### config.mk
export PLATFORM = sky130hd
export DESIGN_NAME = shared_debounce_arbiter
export DESIGN_NICKNAME = d
export VERILOG_FILES = /design/src/rtl/shared_debounce_pkg.sv /design/src/rtl/shared_debounce_arbiter_sync2.sv /design/src/rtl/shared_debounce_arbiter.sv
export SDC_FILE = /design/constraint.sdc
export NUM_CORES = 1
export LEC_CHECK = 0
export BUFFER_PORTS_ARGS = -buffer_cell sky130_fd_sc_hd__buf_2
export CAP_MARGIN = 25
export CORE_ASPECT_RATIO = 0.6
export CORE_MARGIN = 3
export CORE_UTILIZATION = 64
export CTS_BUF_LIST = sky130_fd_sc_hd__clkbuf_8
export DETAILED_ROUTE_END_ITERATION = 10
export HOLD_SLACK_MARGIN = 0.06
export PLACE_DENSITY = 0.83
export SLEW_MARGIN = 0
export SYNTH_ARGS = -nofsm -noshare
export SYNTH_HDL_FRONTEND = slang
export SYNTH_HIERARCHICAL = 1
export SYNTH_SLANG_ARGS = --single-unit
### constraint.sdc
create_clock -name Clk -period 7.1 [get_ports Clk]
set_input_delay 0.71 -clock Clk [delete_from_list [all_inputs] [get_ports Clk]]
set_output_delay 0.71 -clock Clk [all_outputs]
set_load 0.005 [all_outputs]
### src/rtl/shared_debounce_pkg.sv
// Shared types, button indices and the round-robin selector for the
// shared debounce arbiter.
package shared_debounce_pkg;

    typedef enum logic [2:0] {
        IDLE      = 3'd0,
        PRESS_CNT = 3'd1,
        FIRE      = 3'd2,
        WAIT_REL  = 3'd3,
        REL_CNT   = 3'd4
    } state_e;

    localparam logic [1:0] BTN_INC = 2'd0;
    localparam logic [1:0] BTN_DEC = 2'd1;
    localparam logic [1:0] BTN_CLR = 2'd2;
    localparam logic [1:0] BTN_SET = 2'd3;

    // First asserted request at or after ptr, searching cyclically.
    // Returns ptr when nothing is requested; callers only use it when |req.
    function automatic logic [1:0] rr_select(input logic [3:0] req, input logic [1:0] ptr);
        logic [1:0] idx;
        logic [1:0] sel;
        logic       found;
        sel   = ptr;
        found = 1'b0;
        for (int k = 0; k < 4; k++) begin
            idx = ptr + 2'(k);
            if (!found && req[idx]) begin
                sel   = idx;
                found = 1'b1;
            end
        end
        return sel;
    endfunction

endpackage

### src/rtl/shared_debounce_arbiter_sync2.sv
// Two-flop synchronizer for the raw, asynchronous board buttons.
module sync2 #(
    parameter int WIDTH = 4
) (
    input  logic             Clk,
    input  logic             Rst,
    input  logic [WIDTH-1:0] d_i,
    output logic [WIDTH-1:0] q_o
);

    logic [WIDTH-1:0] meta_q;
    logic [WIDTH-1:0] sync_q;

    // Two back-to-back stages; both clear on reset so a held button is re-seen.
    always_ff @(posedge Clk) begin
        if (Rst) begin
            meta_q <= '0;
            sync_q <= '0;
        end else begin
            meta_q <= d_i;
            sync_q <= meta_q;
        end
    end

    assign q_o = sync_q;

endmodule

### src/rtl/shared_debounce_arbiter.sv
// Four buttons share one debounce counter through a round-robin arbiter.
// A qualified press gives one Pulse cycle and updates the LED register.
//
// state     | meaning
// ----------|-------------------------------------------------------------
// IDLE      | no owner; pick the next held button starting at ptr
// PRESS_CNT | owner held; count stable-high cycles until counter MSB
// FIRE      | single Pulse cycle; LED op applied on the edge leaving it
// WAIT_REL  | owner still held; wait for the first low sample
// REL_CNT   | owner low; count stable-low cycles until counter MSB
module shared_debounce_arbiter #(
    parameter int CNT_W = 18,
    parameter int VAL_W = 8
) (
    input  logic             Clk,
    input  logic             Rst,
    input  logic [3:0]       Buttons,
    output logic [3:0]       Pulse,
    output logic [3:0]       Grant,
    output logic             Busy,
    output logic [VAL_W-1:0] LEDs
);
    import shared_debounce_pkg::*;

    localparam logic [CNT_W-1:0] CNT_ONE = CNT_W'(1);
    localparam logic [VAL_W-1:0] VAL_ONE = VAL_W'(1);

    logic [3:0]       sync;
    logic             btn_sync;

    state_e           state_q, state_d;
    logic [CNT_W-1:0] count_q, count_d;
    logic [1:0]       ptr_q,   ptr_d;
    logic [1:0]       sel_q,   sel_d;
    logic [3:0]       grant_q, grant_d;
    logic [3:0]       pulse_q, pulse_d;
    logic [VAL_W-1:0] leds_q,  leds_d;

    sync2 #(.WIDTH(4)) u_sync2 (
        .Clk (Clk),
        .Rst (Rst),
        .d_i (Buttons),
        .q_o (sync)
    );

    assign btn_sync = sync[sel_q];

    // State and datapath registers.
    always_ff @(posedge Clk) begin
        if (Rst) begin
            state_q <= IDLE;
            count_q <= '0;
            ptr_q   <= '0;
            sel_q   <= '0;
            grant_q <= '0;
            pulse_q <= '0;
            leds_q  <= '0;
        end else begin
            state_q <= state_d;
            count_q <= count_d;
            ptr_q   <= ptr_d;
            sel_q   <= sel_d;
            grant_q <= grant_d;
            pulse_q <= pulse_d;
            leds_q  <= leds_d;
        end
    end

    // Next-state, shared counter, arbitration pointer and LED update.
    always_comb begin
        state_d = state_q;
        count_d = count_q;
        ptr_d   = ptr_q;
        sel_d   = sel_q;
        grant_d = grant_q;
        pulse_d = '0;
        leds_d  = leds_q;

        case (state_q)
            IDLE: begin
                if (|sync) begin
                    sel_d   = rr_select(sync, ptr_q);
                    grant_d = 4'b0001 << sel_d;
                    count_d = '0;
                    state_d = PRESS_CNT;
                end
            end
            PRESS_CNT: begin
                if (!btn_sync) begin
                    // Bounce: give the counter to the next button in line.
                    grant_d = '0;
                    ptr_d   = sel_q + 2'd1;
                    state_d = IDLE;
                end else if (!count_q[CNT_W-1]) begin
                    count_d = count_q + CNT_ONE;
                end else begin
                    pulse_d = 4'b0001 << sel_q;
                    state_d = FIRE;
                end
            end
            FIRE: begin
                state_d = WAIT_REL;
                case (sel_q)
                    BTN_INC: leds_d = leds_q + VAL_ONE;
                    BTN_DEC: leds_d = leds_q - VAL_ONE;
                    BTN_CLR: leds_d = '0;
                    BTN_SET: leds_d = '1;
                    default: leds_d = leds_q;
                endcase
            end
            WAIT_REL: begin
                if (!btn_sync) begin
                    count_d = '0;
                    state_d = REL_CNT;
                end
            end
            REL_CNT: begin
                if (btn_sync) begin
                    state_d = WAIT_REL;
                end else if (!count_q[CNT_W-1]) begin
                    count_d = count_q + CNT_ONE;
                end else begin
                    grant_d = '0;
                    ptr_d   = sel_q + 2'd1;
                    state_d = IDLE;
                end
            end
            default: begin
                state_d = IDLE;
                grant_d = '0;
            end
        endcase
    end

    assign Pulse = pulse_q;
    assign Grant = grant_q;
    assign Busy  = (state_q != IDLE);
    assign LEDs  = leds_q;

endmodule
## After elaboration in Yosys (flattened, before gate mapping)

Cells that the tools add are included.

| storage, ports and cells | value |
|---|---|
| logic and storage cells | 108 |
| register bits | 49 |
| input port bits | 6 |

| cells by class | value |
|---|---|
| bitwise logic cells | 4 |
| shift operators | 2 |
| equality and inequality tests | 15 |
| $lt $le $gt $ge | 5 |
| reduce and logical (&&, ||, !) cells | 19 |
| muxes and demuxes | 47 |
| $add $sub $neg | 7 |

Operator list:

| cell | count |
|---|---|
| 18-bit 2-to-1 mux | 5 |
| 18-bit one-hot mux with 4 select lines | 1 |
| 8-bit one-hot mux with 4 select lines | 1 |
| 18-bit by 1-bit adder with 18-bit output (second input constant) | 1 |
| 3-bit 2-to-1 mux | 6 |
| 2-bit 2-to-1 mux | 8 |
| 4-bit 2-to-1 mux | 4 |
| 4-bit one-hot mux with 4 select lines | 1 |
| 2-bit by 3-bit < comparator with 1-bit output (second input constant) | 5 |
| 3-bit one-hot mux with 5 select lines | 1 |
| 1-bit 2-to-1 mux | 14 |
| 2-bit != test (second input constant) | 6 |
| 1-bit binary-select mux with 2-bit select | 5 |
| 5-bit AND reduction | 2 |
| 8-bit by 1-bit adder with 8-bit output (second input constant) | 1 |
| 4-bit AND reduction | 2 |
| 4-bit OR reduction | 2 |
| 1-bit by 2-bit << shifter with 4-bit output (first input constant) | 2 |
| 8-bit by 1-bit subtractor with 8-bit output (second input constant) | 1 |
| 3-bit by 2-bit == test with 1-bit output (second input constant) | 2 |
| 3-bit != test (second input constant) | 2 |
| 2-bit by 1-bit adder with 2-bit output (second input constant) | 2 |
| 2-bit adder (second input constant) | 2 |
| 2-bit == test (second input constant) | 2 |
| 14 further kinds | 21 |

## Depth between registers and ports, before layout

Gate-level depths: netlist of the first run.

| depth | value |
|---|---|
| word-level depth | 23 |
| mapped depth | 13 |
| gate-level depth less buffers | 9 |

## By module

Netlist of the first run, hierarchy kept.

Modules (own cells, without submodules):

| module | sequential area each (um^2) | cells each | area each (um^2) | times used |
|---|---|---|---|---|
| shared_debounce_arbiter | 820.8 | 330 | 2627.5 | 1 |
| sync2 | 160.2 | 16 | 210.2 | 1 |

## Least setup slack after synthesis of the first run

No wires, ideal clock.

| path | value |
|---|---|
| kind | register to register |
| start point | register sel_q[1] |
| end point | register leds_q[4], in the netlist LEDs[4] |
| buffers on the path | 4 |
| library setup time | 0.074 ns |
| cell stages (with the launch flop) | 14 |
| path slack | 3.974 ns |
| arrival | 3.052 ns |
| cells stage by stage | dfxtp_1 clkbuf_1 clkbuf_1 inv_1 ha_1 clkbuf_1 clkbuf_1 xor2_1 ha_1 or3_1 a21oi_1 nor3_1 or4_1 a31oi_1 |

| between the ends | value |
|---|---|
| cells in the longest elaborated chain, start to end | 2 |
| elaborated cells on any way between the ends | 5 |
| classes of those cells | 3 x eq/ne; 1 x mux; 1 x reduce/logical |

Ends and longest elaborated chain:

| item | line | text |
|---|---|---|
| start: declaration | shared_debounce_arbiter.sv:34 | `logic [1:0] sel_q, sel_d;` |
| start signal: assignment | shared_debounce_arbiter.sv:62 | `sel_q <= sel_d;` |
| 2-bit == test, or another cell as far along | shared_debounce_arbiter.sv:103 | `case (sel_q)` |
| 8-bit one-hot mux with 4 select lines * | shared_debounce_arbiter.sv:103 |  |
| end signal: assignment | shared_debounce_arbiter.sv:65 | `leds_q <= leds_d;` |
| end: declaration | shared_debounce_arbiter.sv:37 | `logic [VAL_W-1:0] leds_q, leds_d;` |

Mark *: on every way between the ends. The rest lies on a longest branch, timed or not.
A chain may end at the register's enable or synchronous reset.

## Worst setup path in the final report of the first run

Same ends and word-level chain as after synthesis.

==> results of run 1 <==
[layer usage]
metal,up-vias,track usage,routed length (µm)
met5,-,0,0
met4,0,0.0634,55
met2,104,0.344,2490
li1,1330,-,-
met3,7,0.0685,554
met1,1191,0.398,3270
[sequential cells by signal, summed over array words and instances, names as in the netlist]
| name | count |
|---|---|
| Grant | 4 |
| LEDs | 8 |
| Pulse | 4 |
| count_q | 18 |
| ptr_q | 2 |
| sel_q | 2 |
| state_q | 3 |
| u_sync2/meta_q | 4 |
| u_sync2/q_o | 4 |
[per-stage QoR]
| stage | worst slack, ns | hold slack, ns | area [µm²] |
|---|---|---|---|
| CTS | 3.90 | 0.459 | 3020 |
| finish | 3.86 | 0.450 | 3030 |
| detailed placement | 3.92 | 0.438 | 2930 |
| global route | 3.64 | 0.468 | 3030 |
| global placement | 4.06 | 0.418 | 2930 |
| floorplan | 3.97 | 0.414 | 2840 |
[final cells by class]
cell class,count,area share
clock inverters,3,0.00743
clock buffers,5,0.0227
multi-input cells,262,0.563
inverters,14,0.0173
repair buffers,24,0.0413
flip-flops and latches,49,0.324
well taps,60,0.0248
[cell usage after synthesis, drive strengths merged, types with 4 or more instances]
| cell type | count |
|---|---|
| a21oi | 35 |
| a22oi | 8 |
| a31oi | 5 |
| and3 | 4 |
| clkbuf | 18 |
| dfxtp | 49 |
| ha | 4 |
| inv | 14 |
| mux2i | 4 |
| nand2 | 20 |
| nand2b | 6 |
| nand3 | 10 |
| nand4 | 5 |
| nor2 | 23 |
| nor2b | 11 |
| nor3 | 9 |
| nor3b | 4 |
| nor4 | 4 |
| o211ai | 7 |
| o21ai | 15 |
| o22a | 4 |
| o22ai | 4 |
| o31ai | 9 |
| or3 | 10 |
| or4 | 11 |
| xor2 | 4 |
[cells in the final DEF, fill, tap and decap left out, drive strengths merged, types with 3 or more instances in the layout]
cell / count
nor4: 4
o22a: 4
o31ai: 9
nor2: 23
buf: 24
xor2: 4
nor3b: 4
clkinvlp: 3
a21oi: 35
o21ai: 15
nor3: 9
o21a: 3
inv: 14
a311oi: 3
and3b: 3
mux2i: 4
o22ai: 4
ha: 4
or3: 10
o211ai: 7
a31oi: 5
or2: 3
or4: 11
nand2b: 6
dfxtp: 49
nand2: 20
nand3: 10
nor2b: 11
a22oi: 8
and3: 4
nand4: 5
clkbuf: 5
[logic make-up (layout without fill, tap and decap cells)]
kind of cell / Yosys count / count (layout) / synth area share
DFF: 49 / 49 / 0.346
xor gates and xnor gates: 6 / 6 / 0.0185
muxes: 7 / 7 / 0.0300
buffers and inverters: 35 / 46 / 0.0533
AOI/OAI and AO/OA: 113 / 113 / 0.270
adders and majority gates: 4 / 4 / 0.0176
and+or+nand+nor: 132 / 132 / 0.265
[worst paths after layout]
path / slack, ns / to / depth (start not counted) / from
setup / recovery: 3.86 / LEDs[4] / 9 / sel_q[1]
hold / removal: 0.45 / u_sync2/q_o[1] / 1 / u_sync2/meta_q[1]
setup reg to reg: 3.86 / LEDs[4] / 9 / sel_q[1]
hold reg to reg: 0.45 / u_sync2/q_o[1] / 1 / u_sync2/meta_q[1]
[power groups by stage]
stage | Clock, mW | Combinational (mW) | Sequential [mW]
floorplan | 0 | 0.0827 | 0.306
global placement | 0 | 0.0987 | 0.315
detailed placement | 0 | 0.101 | 0.315
CTS | 0.175 | 0.102 | 0.309
global route | 0.183 | 0.118 | 0.312
finish | 0.169 | 0.104 | 0.309
==> run metrics, run 1 <==
vias in the first global route=2329; TritonRoute pass-1 iters=5; synthesized cell area=2840 µm²; Req. time, crit path=7.34 ns; hold buffers post-CTS=0; die footprint=5300 µm²; Relative slew margins=0.483; Placeable Area=4190 µm²; Main synth FF type=dfxtp_1; Mapped Nets=356; DP Cell Count=408; clock sinks=49; vias=2632; initial antenna violation count=0; Switch Pwr=0.180 mW; CP max stage delay=0.69 ns; first-pass GRT wire length=11000 µm; Post-CTS Setup Repair Bufs=0; run status=finished clean; Multi-input gate area=1710 µm²; Clock Tree Root=clkbuf_8; Internal=0.402 mW; post-layout net count=366; PnR Total Power=0.582 mW; TritonCTS Buffers=5; Flop pwr share=0.531; initial core utilization=0.677; FILL cells=342; count of routing violations after the opening detailed-route iteration=254; final hold viol count=0; final period utilization=0.456; critical path's most frequent cell=ha_1; Max Slew Vio Count=0; Synth area leader=dfxtp_1; Cell variety after synth=62; crit path capture type=flop; synth top area cells=dfxtp_1, a21oi_1, nor2_1; area delta synth->final=6.79%; I/O pins=23; CP top delay family=simple AND/OR/NAND/NOR gates; Comb pwr share=0.179; Worst VDD drop=0.000160 V; Max Freq=309 MHz; DRC viols=0; Setup Viol. Count Final=0; nature of the critical path startpoint=flop; standard-cell rows=18; clock-pin slew on the worst setup and hold paths=0.10 ns; post-route ant nets=0; total gr overflow=0; CP bufs+invs=1; Slowest cell on crit path=dfxtp_1; critical path fanouts, max=20; ys async rst share=0; pin count of the biggest net entering global routing=32; Sw Share=0.309; Final HPWL DP=4400 µm; share of cells above drive strength 1=0.129; Final Instance Count excl. Fillers=417; #FFs+latches synth=49; routed vias/inst=6.31; HP Class=flop to flop; # diodes=0; register area=981 µm²; chip width=92.0 µm; htree depth=2; Max Cap Violations=0; worst skew pair latency=0.31 ns; post-layout min period=3.24 ns; power per cell area=192 nW/µm²; number of synthesized flops with an enable pin=0; die span in y=57.6 µm; Final GP Congestion=0.957; fin util=0.723; PortBufs=22; Slew @ Worst Pin=0.774 ns; yosys warns=6; CTS tree=built; share of the synthesized area in the top cell type=0.346; Total GRT Usage=0.255; Setup Crit Path Kind=flop to flop; Lkg Pwr=1.05 nW; worst clock skew=0.00705 ns; Total Wirelength=6360 µm; Synth Instances=346; syn avg cell area=8.20 µm²; Resized cells post-CTS=0; Final TNS setup=0 ns; deepest clock path buffer count=2; WL/cell=15.3 µm; sequential element share of the synthesized area=0.346; cell breakdown of the critical path=inv_1 -> ha_1 -> xor2_1 -> ha_1 -> or3_1 -> a21oi_1 -> nor3_1 -> or4_1 -> a31oi_1; Clock power frac=0.290; RSZ-0062 raised after global routing=no; Worst EP arrival=3.48 ns
(Power assumes the default switching activity.)
==> inputs of run 2 (changes only) <==
Settings changed: ABC_AREA set to 1, CORE_UTILIZATION 64 to 62, PLACE_DENSITY 0.83 to 0.81.
Clock period 7.1 ns to 3 ns, I/O delays scaled along.
==> run 2 against run 1 <==
  * Sequential cell count did not move
  * Clock power rose to 3.0 times the previous value
  * Area after synthesis rose by 5.4%
  * Register-to-register slack got worse by 3.2 ns
  * Worst setup slack got worse by 3.2 ns
  * Routed wire length rose by 16%
  * Synthesized cell count rose by 35%
  * Combinational power rose to 11 times the previous value
  * Sequential power rose to 2.7 times the previous value
  * Final cell count rose by 31%
  * Largest cell class unchanged
  * Largest power group is now combinational logic
  * Highest routed layer unchanged
==> run metrics, run 2 <==
I/O pins=23 (unchanged); Total GRT Usage=0.277 (was 0.255); standard-cell rows=18 (unchanged); # diodes=0 (unchanged); synthesized cell area=2990 µm² (was 2840 µm²); run status=finished clean (unchanged); PortBufs=22 (unchanged); vias=3020 (was 2632); register area=981 µm² (unchanged); Multi-input gate area=1680 µm² (was 1710 µm²); Setup Crit Path Kind=flop to flop (unchanged); Worst Hold Path Cells=3 (was 1); post-route ant nets=0 (unchanged); #FFs+latches synth=49 (unchanged); most frequent cells in the layout=nand2_1, inv_1, nor2_1, dfxtp_1 (was dfxtp_1, a21oi_1, nor2_1, buf_2, nand2_1); WL/cell=13.5 µm (was 15.3 µm); Setup Viol. Count Final=0 (unchanged); post-place setup slack=0.684 ns (was 3.92 ns); Worst EP arrival=2.53 ns (was 3.48 ns); Flop pwr share=0.331 (was 0.531); most common cell after layout, fill and taps aside=nand2_1 (was dfxtp_1); DRC viols=0 (unchanged); clock sinks=49 (unchanged); Final GP Congestion=0.991 (was 0.957); sequential element share of the synthesized area=0.328 (was 0.346); initial core utilization=0.684 (was 0.677); DP Cell Count=537 (was 408); Worst Reg-to-Reg Cells=10 (was 9); Largest register FFs=18 (unchanged); Req. time, crit path=3.18 ns (was 7.34 ns); Cell variety after synth=34 (was 62); fin util=0.739 (was 0.723); synth top area cells=dfxtp_1, nand2_1, inv_1 (was dfxtp_1, a21oi_1, nor2_1); Worst VDD drop=0.000552 V (was 0.000160 V); Relative slew margins=0.510 (was 0.483); Max Slew Vio Count=0 (unchanged); Final Instance Count excl. Fillers=545 (was 417); Synth Instances=466 (was 346); DP Area=3110 µm² (was 2930 µm²); Max Freq=425 MHz (was 309 MHz); Top reg by flops=count_q (unchanged); final hold viol count=0 (unchanged); Post-CTS Setup Repair Bufs=0 (unchanged); Placeable Area=4370 µm² (was 4190 µm²); cell breakdown of the critical path=inv_1 -> ha_1 -> xor2_1 -> ha_1 -> a21oi_1 -> inv_1 -> nand3_1 -> a31o_2 -> nand3_1 -> a21oi_1 (was inv_1 -> ha_1 -> xor2_1 -> ha_1 -> or3_1 -> a21oi_1 -> nor3_1 -> or4_1 -> a31oi_1); Synth area leader=dfxtp_1 (unchanged); TritonCTS Buffers=5 (unchanged); crit path capture type=flop (unchanged); final period utilization=0.783 (was 0.456); Critical path origin=sel_q[1] (unchanged); chip width=95.7 µm (was 92.0 µm); Sw Share=0.463 (was 0.309); worst clock skew=0.0117 ns (was 0.00705 ns); Main synth FF type=dfxtp_1 (unchanged); HP Class=input port to flop (was flop to flop); htree depth=2 (unchanged); FILL cells=369 (was 342); die footprint=5720 µm² (was 5300 µm²); pin count of the biggest net entering global routing=27 (was 32); Internal=1.36 mW (was 0.402 mW); initial antenna violation count=0 (unchanged); number of synthesized flops with an enable pin=0 (unchanged); count leader, synth=nand2_1 (was dfxtp_1); CTS tree=built (unchanged); share of the synthesized area in the top cell type=0.328 (was 0.346); RSZ-0062 raised after global routing=no (unchanged); synth cell count leaders=nand2_1, inv_1, nor2_1 (was dfxtp_1, a21oi_1, nor2_1); TritonRoute pass-1 iters=6 (was 5); area delta synth->final=7.91% (was 6.79%); HP Start=Buttons[3] (was u_sync2/meta_q[1]); syn avg cell area=6.42 µm² (was 8.20 µm²); die span in y=59.8 µm (was 57.6 µm); nature of the critical path startpoint=flop (unchanged); RR Startpoint=sel_q[1] (unchanged); reg2reg setup slack=0.65 ns (was 3.86 ns); ys async rst share=0 (unchanged); Slew @ Worst Pin=0.735 ns (was 0.774 ns); share of cells above drive strength 1=0.138 (was 0.129); Lkg Pwr=1.48 nW (was 1.05 nW); Clock Tree Root=clkbuf_8 (unchanged); routed vias/inst=5.54 (was 6.31); Switch Pwr=1.17 mW (was 0.180 mW); hold buffers post-CTS=0 (unchanged); yosys warns=6 (unchanged); Comb pwr share=0.469 (was 0.179); Slowest cell on crit path=ha_1 (was dfxtp_1); clock-pin slew on the worst setup and hold paths=0.10 ns (about the same); Final TNS setup=0 ns (unchanged); Worst Slack Setup Final=0.650 ns (was 3.86 ns); vias in the first global route=2598 (was 2329); count of routing violations after the opening detailed-route iteration=339 (was 254); worst skew pair latency=0.31 ns (about the same); Max Cap Violations=0 (unchanged); Resized cells post-CTS=0 (unchanged); first-pass GRT wire length=12400 µm (was 11000 µm); deepest clock path buffer count=2 (unchanged); Mapped Nets=476 (was 356); post-layout net count=494 (was 366); critical path fanouts, max=12 (was 20); post-layout min period=2.35 ns (was 3.24 ns); total gr overflow=0 (unchanged); Total Wirelength=7350 µm (was 6360 µm); final instance area=3230 µm² (was 3030 µm²); CP max stage delay=0.45 ns (was 0.69 ns); PnR Total Power=2.53 mW (was 0.582 mW); Fin Hold WS=0.198 ns (was 0.450 ns); power per cell area=783 nW/µm² (was 192 nW/µm²); Clock power frac=0.200 (was 0.290); Final HPWL DP=5610 µm (was 4400 µm)
run 2: cell count changes after synthesis, moves of 11 or more:
| cell | previous run | this run |
|---|---|---|
| nor2b_1 | 11 | 0 |
| inv_1 | 14 | 62 |
| nor2_1 | 23 | 50 |
| nand3_1 | 10 | 30 |
| clkbuf_1 | 17 | 6 |
| nand2_1 | 20 | 128 |
run 2: worst paths after layout:
kind | end
worst min-delay path | u_sync2/meta_q[3]
worst max-delay path | LEDs[6]
worst min register to register | u_sync2/q_o[1]
worst max register to register | LEDs[6]
run 2: cell type report:
| type | count | area share |
|---|---|---|
| Tap cell | 60 | 0.0233 |
| Timing Repair Buffer | 22 | 0.0341 |
| Inverter | 69 | 0.0803 |
| Sequential cell | 49 | 0.304 |
| Clock inverter | 2 | 0.0116 |
| Multi-Input combinational cell | 337 | 0.521 |
| Clock buffer | 6 | 0.0256 |
run 2: routing by layer:
metal	vias to the layer above	track usage	routed length, µm
li1	1519	-	-
met1	1356	0.434	3570
met2	140	0.382	2900
met3	5	0.0679	838
met4	0	0.0445	36
met5	-	0	0
run 2: worst max-delay path: cells and delay by family (launching register included):
family                     cells  cell delay (ns)
adders and majority gates      2             0.65
buffers and inverters          2             0.44
DFF                            1             0.37
and+or+nand+nor                2             0.19
AOI/OAI and AO/OA              3             0.32
xor gates and xnor gates       1             0.25
run 2: cell families after synthesis:
group                      Yosys count  synth area share
and+or+nand+nor                    250             0.372
buffers and inverters               80             0.110
AOI/OAI and AO/OA                   73             0.145
DFF                                 49             0.328
xor gates and xnor gates            10            0.0293
adders and majority gates            4            0.0167
run 2: power by group through the flow:
stage | combinational (mW) | sequential, mW | clock, mW
finish | 1.19 | 0.836 | 0.505
global route | 1.33 | 0.846 | 0.535
CTS | 1.16 | 0.832 | 0.508
detailed placement | 1.16 | 0.847 | 0
global placement | 1.13 | 0.842 | 0
floorplan | 0.952 | 0.817 | 0
